[src/rtl/issue_buffer_pkg.sv]
`default_nettype none
// ----------------------------------------------------------------------------
// issue_buffer_pkg : decoded-entry field layout and hazard helper
// Rev 1.0
// ----------------------------------------------------------------------------
package issue_buffer_pkg;

  localparam int REG_WD        = 5;
  localparam int DS_DEST       = 0;
  localparam int DS_GR_WE      = 5;
  localparam int DS_RS1        = 6;
  localparam int DS_RS2        = 11;
  localparam int DS_IS_BR      = 16;
  localparam int DS_IS_CPLX    = 17;
  localparam int DS_IS_SERIAL  = 18;
  localparam int DS_TAG        = 19;
  localparam int TAG_WD        = 13;
  localparam int DECODE_BUS_WD = DS_TAG + TAG_WD;

  // Widths of the original dual-issue front.
  localparam int SINGLE = 1;
  localparam int DUAL   = 2;

  typedef logic [REG_WD-1:0] reg_idx_t;

  // True when slot k reads or rewrites the register written by earlier slot j.
  function automatic logic reg_conflict(reg_idx_t dest_j, reg_idx_t dest_k,
                                        reg_idx_t rs1_k, reg_idx_t rs2_k);
    return ((rs1_k != '0) && (rs1_k == dest_j)) ||
           ((rs2_k != '0) && (rs2_k == dest_j)) ||
           (dest_k == dest_j);
  endfunction

endpackage
`default_nettype wire

[src/rtl/issue_buffer_if.sv]
`default_nettype none
// ----------------------------------------------------------------------------
// issue_buffer_if : decode-side write port and issue-side group port
// Rev 1.0
// ----------------------------------------------------------------------------
interface issue_buffer_if
  import issue_buffer_pkg::*;
#(
  parameter int W      = DUAL,
  parameter int BUS_WD = DECODE_BUS_WD
);
  logic [W-1:0]             in_valid;
  logic [W*BUS_WD-1:0]      in_bus;
  logic                     in_allowin;
  logic                     issue_allowin;
  logic [W-1:0]             issue_valid;
  logic [W*BUS_WD-1:0]      issue_bus;
  logic                     issue_int;
  logic [$clog2(W+1)-1:0]   issue_cnt;

  modport master (
    output in_valid, in_bus, issue_allowin,
    input  in_allowin, issue_valid, issue_bus, issue_int, issue_cnt
  );

  modport slave (
    input  in_valid, in_bus, issue_allowin,
    output in_allowin, issue_valid, issue_bus, issue_int, issue_cnt
  );
endinterface
`default_nettype wire

[src/rtl/issue_buffer_group_check.sv]
`default_nettype none
// ----------------------------------------------------------------------------
// issue_group_check : length of the in-order issue group formed at the head
// Rev 1.0
// ----------------------------------------------------------------------------
module issue_group_check
  import issue_buffer_pkg::*;
#(
  parameter int W      = DUAL,
  parameter int BUS_WD = DECODE_BUS_WD
) (
  input  logic [W*BUS_WD-1:0]    entries,
  input  logic [$clog2(W+1)-1:0] avail,
  output logic [$clog2(W+1)-1:0] len
);

  localparam int c_GW = $clog2(W+1);

  logic w_ok;
  logic w_stop;
  logic w_cplx_seen;
  logic w_unused;

  assign w_unused = ^entries;

  always_comb begin
    len         = '0;
    w_ok        = 1'b0;
    w_stop      = 1'b0;
    w_cplx_seen = 1'b0;
    for (int k = 0; k < W; k++) begin
      w_ok = !w_stop && (k < int'(avail));
      if (k >= SINGLE && entries[DS_IS_SERIAL])
        w_ok = 1'b0;
      // A branch only goes out together with its delay slot.
      if (entries[k*BUS_WD + DS_IS_BR] && ((k + 1 >= W) || (k + 1 >= int'(avail))))
        w_ok = 1'b0;
      if (entries[k*BUS_WD + DS_IS_CPLX] && w_cplx_seen)
        w_ok = 1'b0;
      for (int j = 0; j < k; j++) begin
        if (entries[j*BUS_WD + DS_GR_WE] &&
            reg_conflict(entries[j*BUS_WD + DS_DEST +: REG_WD],
                         entries[k*BUS_WD + DS_DEST +: REG_WD],
                         entries[k*BUS_WD + DS_RS1  +: REG_WD],
                         entries[k*BUS_WD + DS_RS2  +: REG_WD]))
          w_ok = 1'b0;
      end
      if (w_ok) begin
        len         = c_GW'(k + 1);
        w_cplx_seen = w_cplx_seen | entries[k*BUS_WD + DS_IS_CPLX];
      end else begin
        w_stop = 1'b1;
      end
    end
  end

endmodule
`default_nettype wire

[src/rtl/issue_buffer.sv]
`default_nettype none
// ----------------------------------------------------------------------------
// issue_buffer : D-entry circular decode buffer issuing in-order W-wide groups
// Rev 1.0
// ----------------------------------------------------------------------------
module issue_buffer
  import issue_buffer_pkg::*;
#(
  parameter int W      = DUAL,
  parameter int D      = 8,
  parameter int BUS_WD = DECODE_BUS_WD,
  parameter int CNT_WD = 32
) (
  input  logic                    clk,
  input  logic                    reset,
  input  logic                    flush,
  input  logic                    has_int,
  issue_buffer_if.slave           ib,
  output logic [(W+1)*CNT_WD-1:0] perf_grp_cnt,
  output logic [CNT_WD-1:0]       perf_stall_cnt
);

  localparam int c_PW = $clog2(D);
  localparam int c_GW = $clog2(W+1);

  logic [BUS_WD-1:0]   r_mem [D];
  logic [c_PW-1:0]     r_head;
  logic [c_PW-1:0]     r_tail;
  logic [c_PW:0]       r_count;
  logic [CNT_WD-1:0]   r_grp_cnt [W+1];
  logic [CNT_WD-1:0]   r_stall_cnt;

  logic [W*BUS_WD-1:0] w_head_bus;
  logic [c_GW-1:0]     w_avail;
  logic [c_GW-1:0]     w_grp_len;
  logic [c_GW-1:0]     w_iss_num;
  logic [c_GW-1:0]     w_wr_num;
  logic [c_GW-1:0]     w_wr_add;
  logic [W-1:0]        w_valid;
  logic                w_allowin;
  logic                w_wr_en;

  // Allow-in looks only at the registered occupancy.
  assign w_allowin = (r_count <= (c_PW+1)'(D - W));
  assign w_wr_en   = w_allowin && (|ib.in_valid) && !flush;
  assign w_wr_add  = w_wr_en ? w_wr_num : '0;
  assign w_avail   = (r_count >= (c_PW+1)'(W)) ? c_GW'(W) : c_GW'(r_count);
  assign w_iss_num = (ib.issue_allowin && !flush) ? w_grp_len : '0;

  always_comb begin
    w_wr_num = '0;
    for (int k = 0; k < W; k++)
      w_wr_num = w_wr_num + c_GW'(ib.in_valid[k]);
  end

  always_comb begin
    w_head_bus = '0;
    w_valid    = '0;
    for (int k = 0; k < W; k++) begin
      w_head_bus[k*BUS_WD +: BUS_WD] = r_mem[r_head + c_PW'(k)];
      w_valid[k]                     = (k < int'(w_iss_num));
    end
  end

  issue_group_check #(
    .W      (W),
    .BUS_WD (BUS_WD)
  ) u_group_check (
    .entries (w_head_bus),
    .avail   (w_avail),
    .len     (w_grp_len)
  );

  assign ib.in_allowin  = w_allowin;
  assign ib.issue_valid = w_valid;
  assign ib.issue_bus   = w_head_bus;
  assign ib.issue_cnt   = w_iss_num;
  assign ib.issue_int   = has_int & w_valid[0];

  // Entry storage needs no reset: occupancy alone decides what is live.
  always_ff @(posedge clk) begin
    if (w_wr_en) begin
      for (int k = 0; k < W; k++) begin
        if (ib.in_valid[k])
          r_mem[r_tail + c_PW'(k)] <= ib.in_bus[k*BUS_WD +: BUS_WD];
      end
    end
  end

  always_ff @(posedge clk or negedge reset) begin
    if (!reset) begin
      r_head  <= '0;
      r_tail  <= '0;
      r_count <= '0;
    end else if (flush) begin
      r_head  <= '0;
      r_tail  <= '0;
      r_count <= '0;
    end else begin
      r_head  <= r_head + c_PW'(w_iss_num);
      r_tail  <= r_tail + c_PW'(w_wr_add);
      r_count <= r_count + (c_PW+1)'(w_wr_add) - (c_PW+1)'(w_iss_num);
    end
  end

  // Flush cycles are not attributed to any group size or to stalls.
  always_ff @(posedge clk or negedge reset) begin
    if (!reset) begin
      for (int g = 0; g <= W; g++)
        r_grp_cnt[g] <= '0;
      r_stall_cnt <= '0;
    end else if (!flush) begin
      if (w_iss_num != '0) begin
        r_grp_cnt[w_iss_num] <= r_grp_cnt[w_iss_num] + CNT_WD'(1);
      end else if (r_count != '0) begin
        r_grp_cnt[0] <= r_grp_cnt[0] + CNT_WD'(1);
        r_stall_cnt  <= r_stall_cnt + CNT_WD'(1);
      end
    end
  end

  for (genvar g = 0; g <= W; g++) begin : g_perf
    assign perf_grp_cnt[g*CNT_WD +: CNT_WD] = r_grp_cnt[g];
  end
  assign perf_stall_cnt = r_stall_cnt;

endmodule
`default_nettype wire

[src/flat_wrapper.sv]
// flat-port wrapper written by rule: the top's interface ports become plain ports
module issue_buffer_flat import issue_buffer_pkg::*;
#(
  parameter int W      = DUAL,
  parameter int D      = 8,
  parameter int BUS_WD = DECODE_BUS_WD,
  parameter int CNT_WD = 32
)
  (clk, reset, flush, has_int, perf_grp_cnt, perf_stall_cnt, ib_in_valid, ib_in_bus, ib_issue_allowin, ib_in_allowin, ib_issue_valid, ib_issue_bus, ib_issue_int, ib_issue_cnt);
  issue_buffer_if #(.W(W), .BUS_WD(BUS_WD)) ib_i ();
  input  logic clk;
  input  logic reset;
  input  logic flush;
  input  logic has_int;
  output logic [(W+1)*CNT_WD-1:0] perf_grp_cnt;
  output logic [CNT_WD-1:0] perf_stall_cnt;
  input wire logic [$bits(ib_i.in_valid)-1:0] ib_in_valid;
  input wire logic [$bits(ib_i.in_bus)-1:0] ib_in_bus;
  input wire logic [$bits(ib_i.issue_allowin)-1:0] ib_issue_allowin;
  output wire logic [$bits(ib_i.in_allowin)-1:0] ib_in_allowin;
  output wire logic [$bits(ib_i.issue_valid)-1:0] ib_issue_valid;
  output wire logic [$bits(ib_i.issue_bus)-1:0] ib_issue_bus;
  output wire logic [$bits(ib_i.issue_int)-1:0] ib_issue_int;
  output wire logic [$bits(ib_i.issue_cnt)-1:0] ib_issue_cnt;
  assign ib_i.in_valid = ib_in_valid;
  assign ib_i.in_bus = ib_in_bus;
  assign ib_i.issue_allowin = ib_issue_allowin;
  assign ib_in_allowin = ib_i.in_allowin;
  assign ib_issue_valid = ib_i.issue_valid;
  assign ib_issue_bus = ib_i.issue_bus;
  assign ib_issue_int = ib_i.issue_int;
  assign ib_issue_cnt = ib_i.issue_cnt;
  issue_buffer #(.W(W), .D(D), .BUS_WD(BUS_WD), .CNT_WD(CNT_WD)) u_core (.clk(clk), .reset(reset), .flush(flush), .has_int(has_int), .ib(ib_i), .perf_grp_cnt(perf_grp_cnt), .perf_stall_cnt(perf_stall_cnt));
endmodule
[config.mk]
export PLATFORM = sky130hd
export DESIGN_NAME = issue_buffer_flat
export DESIGN_NICKNAME = d
export VERILOG_FILES = /design/src/rtl/issue_buffer_pkg.sv /design/src/rtl/issue_buffer_if.sv /design/src/rtl/issue_buffer_group_check.sv /design/src/rtl/issue_buffer.sv /design/src/flat_wrapper.sv
export SDC_FILE = /design/constraint.sdc
export NUM_CORES = 1
export LEC_CHECK = 0
export ABC_AREA = 1
export BUFFER_PORTS_ARGS = -buffer_cell sky130_fd_sc_hd__buf_2
export CORE_MARGIN = 5
export CORE_UTILIZATION = 45
export DETAILED_ROUTE_END_ITERATION = 6
export PLACE_DENSITY_LB_ADDON = 0.1
export SKIP_LAST_GASP = 1
export SYNTH_ARGS = -nofsm -noshare
export SYNTH_HDL_FRONTEND = slang
export SYNTH_SLANG_ARGS = --single-unit
[constraint.sdc]
create_clock -name clk -period 5.05 [get_ports clk]
set_input_delay 1.01 -clock clk [delete_from_list [all_inputs] [get_ports clk]]
set_output_delay 1.01 -clock clk [all_outputs]
set_load 0.005 [all_outputs]
==> results.md <==
* Largest net degree at the start of global routing at 114
* Slew at the pin closest to its max-slew limit at 1.237 ns
* Clock transition at path regs at 0.06 ns
* Final hold vios at 0
* Pwr Density at 445.2 nW/um^2
* Core Rows at 85
* Starting Density at 45.16%
* CP Launch Type: flop
* Starting DRC count in detailed routing at 2163
* Skew-Pair Late Insertion Delay at 0.61 ns
* Hpwl dp at 51920 um
* Cell family with most CP delay: buffers and inverters
* Main synth FF type: edfxtp_1
* Crit. Startpoint: u_core.r_head[2]$_DFF_PN0_
* Most frequent cells in the layout: 1004 x nand2_1, 458 x o21ai_0, 293 x inv_1
* Clk root buf: clkbuf_16
* Number of flops mapped to enable cells by yosys at 256
* Yosys cell types at 43
* Multi-input logic area at 11030 sq um
* Filler instances at 5274
* Initial antenna violation count at 7
* R2r endpoint: u_core.perf_grp_cnt[60]$_DFFE_PN0P_
* Worst reg2reg setup slack at 0.54 ns
* Fin area at 27580 sq um
* CP max stage delay at 0.61 ns
* Total negative slack at 0 ns
* Number of global-route vias before repair at 21526
* Number of CTS-inserted buffers at 48
* DR vias/cell at 5.558
* Synth Register Bits at 394
* Vias post-DR at 22756
* Relative slew slack at 17.21%
* Final setup vio count at 0
* TritonCTS Sinks at 394
* Outcome: completed
* RD Place Congestion at 0.8822
* Clock buffer depth at 3
* HP Class: reg -> reg
* Placed inst area at 25920 sq um
* Port bufs at 268
* MaxCap Viol Count at 0
* DRT antenna net count at 0
* Fmax at 0.2076 GHz
* Critical path depth in cells at 16
* Minimum clock period after layout at 4.817 ns
* CP cell instances: buf_4 -> xnor2_2 -> buf_4 -> nand2_1 -> nand2_1 -> nand2_1 -> nand2_1 -> nand2_1 -> nor2_1 -> nand2_1 -> nand3_1 -> nand2_2 -> nand3_4 -> clkinv_2 -> buf_12 -> buf_2
* Max-slew violation count at 0
* Reg power frac at 34.4%
* Grt ovf at 0
* Global-route wire length before repair at 126500 um
* Crit Path Category: reg -> out
* I/O pin cnt at 269
* Slowest cell on crit path: dfrtp_4
* Crit Path Max Fanout at 43
* Leading cell type in the layout, fill and taps excluded: nand2_1
* Most used cell, CP: nand2_1
* Critical path capture point: ib_issue_cnt[1]
* CTS tree: done
* Switching portion of total power at 39.81%
* Combinational share of power at 37.6%
* P_sw at 4.889 mW
* H-tree depth at 2
* Fraction of layout cells with a size suffix above 1 at 13.17%
* Core Area at 53600 sq um
* Place WS at 0.4780 ns
* Skew final at 0.02636 ns
* LEAKAGE at 12.84 nW
* FF-to-FF Start: u_core.r_head[2]$_DFF_PN0_
* Register area share after synthesis at 46.02%
* Period utilization at 95.39%
* WP data required at 4.04 ns
* Clock share of power at 28.1%
* YS warnings at 0
* DRT Pass-1 Iters at 6
* CP Capture Type: primary output
* RSZ-0062 raised after global routing: no
* Crit path buffers/inverters at 5
* Crit path DAT at 3.81 ns
* Area Overhead vs Synth at 13.93%
* Drt wl/cell at 20.16 um
* Final WS setup at 0.2330 ns
* Async set or reset register ratio after synthesis at 35.03%
* Nets@finish at 3450
* Register area at 11150 sq um
* DRC at 0
* Final wirelength at 82520 um
* FF-to-FF path depth at 23
* Mapped Area at 24210 sq um
* Tot Pwr at 12.28 mW
* Die width at 241.9 um
* Net count after synthesis at 3313
* Power Internal at 7.391 mW
* Post-Syn Area per Cell at 7.511 sq um
* Total die area at 58540 sq um
* Global-route usage over all layers at 27.08%
* Die Y at 241.9 um
* Hold depth at 1
* Post-synthesis cell count at 3223
* Peak supply drop at 251.4 uV
* Finished Core Util at 51.45%
final cells by class:
type	count	area share, %
well taps	696	3.157
clock inverters	21	0.8120
multi-input cells	2300	39.99
diodes	4	0.03629
inverters	301	4.174
repair buffers	315	6.660
clock buffers	63	4.745
flip-flops and latches	394	40.43
synth_stat cells (2+ instances only):
| cell | instances | share of area, % |
|---|---|---|
| nand2_1 | 1004 | 16 |
| fa_1 | 4 | 0.33 |
| inv_2 | 7 | 0.11 |
| ha_1 | 15 | 0.78 |
| inv_1 | 294 | 4.6 |
| nor4_1 | 8 | 0.21 |
| nand4_1 | 24 | 0.62 |
| o21ai_0 | 466 | 9.6 |
| or2_1 | 3 | 0.078 |
| buf_2 | 40 | 0.83 |
| or2_2 | 14 | 0.36 |
| nor2_1 | 190 | 2.9 |
| nor4_2 | 2 | 0.10 |
| nand3_1 | 225 | 4.7 |
| nor3_1 | 7 | 0.14 |
| nand2_4 | 3 | 0.14 |
| clkbuf_2 | 32 | 0.66 |
| edfxtp_1 | 256 | 32 |
| xnor2_1 | 25 | 0.90 |
| nor3_2 | 4 | 0.17 |
| xor2_1 | 56 | 2.0 |
| o211ai_1 | 31 | 0.96 |
| a31oi_1 | 41 | 1.1 |
| a21oi_1 | 124 | 2.6 |
| nand2_2 | 2 | 0.052 |
| nor2_4 | 5 | 0.23 |
| nand3_2 | 6 | 0.25 |
| o21ai_1 | 19 | 0.39 |
| nor2_2 | 7 | 0.18 |
| buf_1 | 22 | 0.34 |
| buf_6 | 9 | 0.42 |
| a221oi_1 | 7 | 0.25 |
| clkbuf_1 | 111 | 1.7 |
| buf_4 | 14 | 0.43 |
| dfrtp_1 | 138 | 14 |
power by group through the flow:
stage               sequential, mW  combinational, mW  clock [mW]
finish                        4.22               4.61        3.45
global route                  4.27               5.12        3.62
CTS                           4.21               4.55        3.50
detailed placement            4.27               4.50           0
global placement              4.26               4.43           0
floorplan                     4.16               2.86           0
cells by family after synthesis:
kind of cell,Yosys count,synth area share [%]
AND/OR/NAND/NOR,1506,25.75
XOR/XNOR,82,2.998
AO/OA/AOI/OAI,693,15.06
flip-flops,394,46.02
buffers and inverters,529,9.071
adder cells (fa/ha/maj),19,1.106
registers in the layout, indices dropped and copies added (netlist names):
name and cells:
u_core.r_count 4, u_core.r_head 3, u_core.perf_stall_cnt 32, u_core.perf_grp_cnt 96, u_core.r_tail 3, u_core.r_mem 256
routing by layer:
| layer | vias to the layer above | share of wire (%) | GRT usage, % |
|---|---|---|---|
| met5 | - | 0.057 | 0 |
| met4 | 6 | 2.9 | 9.097 |
| met3 | 150 | 7.2 | 3.850 |
| met2 | 908 | 48 | 46.13 |
| met1 | 10815 | 42 | 35.76 |
| li1 | 10877 | - | - |
worst min-delay path by stage:
stage	from	to	slack [ns]
after floorplan	u_core.perf_stall_cnt[31]$_DFFE_PN0P_	u_core.perf_stall_cnt[31]$_DFFE_PN0P_	0.46
after global placement	u_core.perf_stall_cnt[31]$_DFFE_PN0P_	u_core.perf_stall_cnt[31]$_DFFE_PN0P_	0.45
after detailed placement	u_core.perf_stall_cnt[31]$_DFFE_PN0P_	u_core.perf_stall_cnt[31]$_DFFE_PN0P_	0.46
after CTS	u_core.perf_stall_cnt[31]$_DFFE_PN0P_	u_core.perf_stall_cnt[31]$_DFFE_PN0P_	0.47
after global routing	u_core.perf_stall_cnt[31]$_DFFE_PN0P_	u_core.perf_stall_cnt[31]$_DFFE_PN0P_	0.48
final	u_core.perf_stall_cnt[31]$_DFFE_PN0P_	u_core.perf_stall_cnt[31]$_DFFE_PN0P_	0.46
through the flow:
stage / hold WS (ns) / instances
finish: 0.4641 / 4094
global route: 0.4828 / 4094
CTS: 0.4694 / 4089
detailed placement: 0.4620 / 4004
global placement: 0.4546 / 4004
floorplan: 0.4647 / 3223
what timing repair did:
item | in CTS | in global routing
setup buffers | 0 | 0
endpoints found under the setup margin | 1 | 3
cloned | 1 | 1
gates resized for setup | 3 | 10
hold buffers | 0 | 0
Power figures use the tool's default switching activity.
